[src/rtl/jump_hazard_ctrl.sv]
// Fetch-stage hazard controller: holds the PC on load-use and on unresolved
// branches/jumps, then presents the redirect target for exactly one cycle.
module jump_hazard_ctrl #(
   parameter int XLEN    = 32,
   parameter int TIMEOUT = 8,
   parameter int CNT_W   = 16
) (
   input  logic             clk_pc,
   input  logic             rst_pc,
   input  logic             id_valid,
   input  logic             id_is_ctrl,
   input  logic [XLEN-1:0]  id_pc,
   input  logic [4:0]       id_rs1,
   input  logic [4:0]       id_rs2,
   input  logic             id_use_rs1,
   input  logic             id_use_rs2,
   input  logic             ex_is_load,
   input  logic [4:0]       ex_rd,
   input  logic             ex_resolve,
   input  logic             ex_taken,
   input  logic [XLEN-1:0]  ex_target,
   output logic             pipline_stop,
   output logic             pipline_stop_jump,
   output logic [XLEN-1:0]  din,
   output logic             flush_ifid,
   output logic             flush_idex,
   output logic             timeout_err,
   output logic [CNT_W-1:0] ld_stall_cnt,
   output logic [CNT_W-1:0] jmp_stall_cnt
);

   localparam int WCW = $clog2(TIMEOUT) + 1;

   typedef enum logic [1:0] {IDLE, JWAIT, REDIRECT} state_t;

   state_t           state_q, state_d;
   logic [XLEN-1:0]  din_q, din_d;
   logic [XLEN-1:0]  fallback_q, fallback_d;
   logic [WCW-1:0]   wcnt_q, wcnt_d;
   logic             terr_q, terr_d;
   logic [CNT_W-1:0] ldCnt_q, ldCnt_d;
   logic [CNT_W-1:0] jmpCnt_q, jmpCnt_d;

   logic             loadUse;
   logic [XLEN-1:0]  idPcPlus4;
   logic             stop, stopJump, flushIfid, flushIdex;

   assign loadUse = id_valid && ex_is_load && (ex_rd != 5'd0) &&
                    ((id_use_rs1 && (id_rs1 == ex_rd)) ||
                     (id_use_rs2 && (id_rs2 == ex_rd)));

   // Wraps modulo 2^XLEN by construction.
   assign idPcPlus4 = id_pc + XLEN'(4);

   // Next-state and combinational hazard outputs; load-use only matters in IDLE.
   always_comb begin
      state_d    = state_q;
      din_d      = din_q;
      fallback_d = fallback_q;
      wcnt_d     = wcnt_q;
      terr_d     = terr_q;
      stop       = 1'b0;
      stopJump   = 1'b0;
      flushIfid  = 1'b0;
      flushIdex  = 1'b0;
      case (state_q)
         IDLE: begin
            if (loadUse) begin
               stop      = 1'b1;
               flushIdex = 1'b1;
            end else if (id_valid && id_is_ctrl) begin
               stopJump   = 1'b1;
               fallback_d = idPcPlus4;
               wcnt_d     = '0;
               if (ex_resolve) begin
                  din_d   = ex_taken ? ex_target : idPcPlus4;
                  state_d = REDIRECT;
               end else begin
                  state_d = JWAIT;
               end
            end
         end
         JWAIT: begin
            stopJump  = 1'b1;
            flushIdex = 1'b1;
            if (ex_resolve) begin
               din_d   = ex_taken ? ex_target : fallback_q;
               state_d = REDIRECT;
            end else if (wcnt_q + WCW'(1) == WCW'(TIMEOUT - 1)) begin
               din_d   = fallback_q;
               terr_d  = 1'b1;
               state_d = REDIRECT;
            end else begin
               wcnt_d = wcnt_q + WCW'(1);
            end
         end
         REDIRECT: begin
            flushIfid = 1'b1;
            state_d   = IDLE;
         end
         default: state_d = IDLE;
      endcase
      // Quiet the hold/flush lines while reset is asserted, without waiting for an edge.
      if (rst_pc) begin
         stop      = 1'b0;
         stopJump  = 1'b0;
         flushIfid = 1'b0;
         flushIdex = 1'b0;
      end
   end

   always_comb begin
      ldCnt_d  = (stop && (ldCnt_q != '1)) ? ldCnt_q + CNT_W'(1) : ldCnt_q;
      jmpCnt_d = (stopJump && (jmpCnt_q != '1)) ? jmpCnt_q + CNT_W'(1) : jmpCnt_q;
   end

   always_ff @(posedge clk_pc or posedge rst_pc) begin
      if (rst_pc) begin
         state_q    <= IDLE;
         din_q      <= '0;
         fallback_q <= '0;
         wcnt_q     <= '0;
         terr_q     <= 1'b0;
         ldCnt_q    <= '0;
         jmpCnt_q   <= '0;
      end else begin
         state_q    <= state_d;
         din_q      <= din_d;
         fallback_q <= fallback_d;
         wcnt_q     <= wcnt_d;
         terr_q     <= terr_d;
         ldCnt_q    <= ldCnt_d;
         jmpCnt_q   <= jmpCnt_d;
      end
   end

   assign pipline_stop      = stop;
   assign pipline_stop_jump = stopJump;
   assign flush_ifid        = flushIfid;
   assign flush_idex        = flushIdex;
   assign din               = din_q;
   assign timeout_err       = terr_q;
   assign ld_stall_cnt      = ldCnt_q;
   assign jmp_stall_cnt     = jmpCnt_q;

endmodule

[config.mk]
export PLATFORM = sky130hd
export DESIGN_NAME = jump_hazard_ctrl
export DESIGN_NICKNAME = d
export VERILOG_FILES = /design/src/rtl/jump_hazard_ctrl.sv
export SDC_FILE = /design/constraint.sdc
export NUM_CORES = 1
export LEC_CHECK = 0
export ABC_AREA = 0
export CAP_MARGIN = 15
export CELL_PAD_IN_SITES_DETAIL_PLACEMENT = 2
export CELL_PAD_IN_SITES_GLOBAL_PLACEMENT = 2
export CORE_AREA = 8 8 135 162
export CTS_BUF_LIST = sky130_fd_sc_hd__clkbuf_4
export CTS_CLUSTER_DIAMETER = 150
export DETAILED_ROUTE_END_ITERATION = 12
export DIE_AREA = 0 0 143 170
export GPL_TIMING_DRIVEN = 0
export PLACE_DENSITY = 0.84
export SYNTH_ARGS = -nofsm -noshare
export SYNTH_HDL_FRONTEND = slang
export SYNTH_SLANG_ARGS = --single-unit
[constraint.sdc]
create_clock -name clk_pc -period 3.6 [get_ports clk_pc]
set_input_delay 0.36 -clock clk_pc [delete_from_list [all_inputs] [get_ports clk_pc]]
set_output_delay 0.36 -clock clk_pc [all_outputs]
set_load 0.005 [all_outputs]
==> results.yml <==
cells_and_area:
  drive_gt1_share_pct: 10.19
  final_cells: 999
  final_area_um2: 7697
  final_common_cell: "clkdlybuf4s50_1"
  finalNetCount: 824
  layout_common_cells: "clkdlybuf4s50_1 (154), dfrtp_1 (103), nor2_1 (56), a21oi_1 (53), xnor2_1 (37)"
  syn2layout_area_growth_pct: 36.65
routing:
  ant_nets: 0
  dr.pass1.iters: 4
  drc: 0
  vias: 5213
  via_per_inst: 5.218
  wl_per_cell_um: 21.52
  drtIter0Drc: 231
  wl_um: 21500
synthesis:
  avgSynthCellArea_um2: 9.952
  async_flop_share_pct: 100.0
  synth_cell_types: 54
  synth.cell_area_um2: 5633
  ys_ff_latch: 103
  ys_warn_count: 0
  synth_ff_type: "dfrtp_1"
  synth_edf_count: 0
  synth_area_leader_cell: "dfrtp_1"
  synth_top_area_share_pct: 45.76
  synth_area_leaders: "dfrtp_1 (46%), mux2_2 (7.2%), xnor2_1 (5.8%), xor2_1 (4.8%), a21oi_1 (4.7%)"
  synth_fp_nets: 659
  synth_cells: 566
  ys_seq_area_share_pct: 45.76
critical_path:
  arrival_ps: 2820
  critical_path_class: "input pin to output pin"
  r2r_cells: 8
  reg2reg_slack_ps: 820
  worstReg2RegEnd: "din[1]$_DFFE_PP0P_"
  crit_end: "pipline_stop_jump"
  crit-reg2reg-launch: "state_q[0]$_DFFE_PP0P_"
  worstSetupStartpoint: "ex_rd[0]"
  required_ps: 3240
  critPathMaxFanout: 17
  worstSetupEndpointType: "output pin"
  start_kind: "input pin"
sta:
  skew_ps: 20.20
  rsz0062_at_grt: "no"
  min_period_ps: 3184
  fmax_mhz: 314.0
  hold_violations: 0
  max_slew.worst_pin.slew_ps: 949.6
  relSlewSlack_pct: 36.69
  setup_viol: 0
  finalCritPeriodShare_pct: 88.45
  slew_violations: 0
clock_tree:
  cts.clk_slew.worst_paths_ps: 190
  cts_htree_levels: 3
  root_buffer: "clkbuf_4"
  cts_buffers: 9
  cts_tree: "done"
  cts.path.max_buffers: 2
  cts-resized-gates: 0
  post_cts_buffers: 0
  postCtsHoldBufs: 0
  clock_latency_ps: 490
  cts.sinks: 103
floorplanning:
  start_util_pct: 29.23
  core_um2: 19270
  dieArea_um2: 24310
  fp-row-count: 56
  io_pins: 157
  die_w_um: 143
  fp.dieH_um: 170
global_routing:
  first_global_vias: 6249
  grt_pass1_wl_um: 34570
  antenna_found_initial: 2
  grt_util_all_layers_pct: 18.27
  grt_max_degree: 58
  grt_overflow_total: 0
placement:
  dp.cells: 982
  dpl-instance-area_um2: 7531
  port-buffer-count: 154
  gp_congestion: 0.8802
  hpwl_um: 16980
power:
  p_leak_nw: 3.089
  p_per_area_nw_per_um2: 456.7
  ir_worst_vdd_mv: 0.1802
worst_hold_path:
  hold_class: "input pin to flip-flop"
job:
  drv_cap: 0
outcome:
  status: "finished clean"
[how the worst min path moves through the flow]
stage,start,to,slack (ps),depth (start not counted)
2_1_floorplan,timeout_err$_DFFE_PP0P_,timeout_err$_DFFE_PP0P_,450,1
3_3_place_gp,ld_stall_cnt[12]$_DFFE_PP0P_,ld_stall_cnt[12]$_DFFE_PP0P_,480,1
3_5_place_dp,jmp_stall_cnt[5]$_DFFE_PP0P_,jmp_stall_cnt[5]$_DFFE_PP0P_,490,1
4_1_cts,id_pc[13],fallback_q[13]$_DFFE_PP0P_,320,3
5_1_grt,id_pc[13],fallback_q[13]$_DFFE_PP0P_,360,3
6_report,id_pc[13],fallback_q[13]$_DFFE_PP0P_,370,3
[registers in the layout, indices dropped and copies added, names as in the netlist]
| signal | count |
|---|---|
| state_q | 2 |
| ld_stall_cnt | 16 |
| fallback_q | 32 |
| wcnt_q | 4 |
| timeout_err | 1 |
| din | 32 |
| jmp_stall_cnt | 16 |
[cells in the mapped netlist, types with 2 or more instances]
cell type and count:
o21a_1 3, nand3b_1 2, and3_1 19, a222oi_1 2, a211o_1 5, a22oi_1 7
mux2_2 36, buf_6 4, a211oi_1 2, inv_1 16, o21ai_0 19, nand4_1 18
dfrtp_1 103, nor3_1 10, xnor2_1 37, mux2i_1 6, buf_2 4, o22ai_1 17
buf_1 3, a21oi_1 53, and4_1 5, ha_1 5, clkbuf_1 12, nor4_1 6
nand2_1 23, nor3b_1 3, nor2b_1 2, nor2_1 56, nand3_1 32, xor2_1 31
a21o_1 2
[cell type report]
cell class	count	area [µm²]
Fill cell	2061	11570
Multi-Input combinational cell	423	2870
Sequential cell	103	2577
Timing Repair Buffer	155	1569
Tap cell	261	326.6
Buffer	22	117.6
Clock inverter	7	97.59
Clock buffer	9	67.56
Inverter	17	66.31
Antenna cell	2	5.005
[metrics by stage]
step | hold slack (ps) | total power, mW | TNS, ps | util, % | setup slack [ps]
6_report | 366.4 | 3.515 | 0 | 39.95 | 415.7
5_1_grt | 362.1 | 3.714 | 0 | 39.95 | 203.2
4_1_cts | 321.8 | 3.565 | 0 | 39.94 | 48.01
3_5_place_dp | 489.7 | 2.834 | 0 | 39.08 | 58.39
3_3_place_gp | 480.6 | 2.746 | -135540 | 38.93 | -1709
2_1_floorplan | 451.0 | 2.090 | 0 | - | 364.4
[where the power goes]
group	internal [mW]	total (mW)	switching [mW]	leakage (nW)
Clock	0.282	0.725	0.442	0.0821
Combinational	0.667	1.15	0.481	1.77
Sequential	1.43	1.64	0.214	1.24
Total	2.38	3.52	1.14	3.09
[critical path: stages]
cell and delay, ps:
clkdlybuf4s50_1 460, or3_1 410, o311a_4 380, a21boi_4 500, o21a_1 200, clkdlybuf4s50_1 510
[layer usage]
layer	global-route usage, %	vias up	wire length (µm)
met4	6.759	0	510
met1	20.16	2671	8651
met3	4.093	28	1003
met2	33.35	143	11330
li1	-	2371	-
met5	0	-	0
[logic make-up after synthesis]
group | count (synthesis) | synth area share (%)
muxes | 43 | 8.463
buffers and inverters | 40 | 3.287
DFF | 103 | 45.76
and+or+nand+nor | 185 | 17.06
AOI/OAI and AO/OA | 122 | 13.75
adders and majority gates | 5 | 1.111
xor gates and xnor gates | 68 | 10.57
Note: power is estimated with default switching activity, not from simulation.
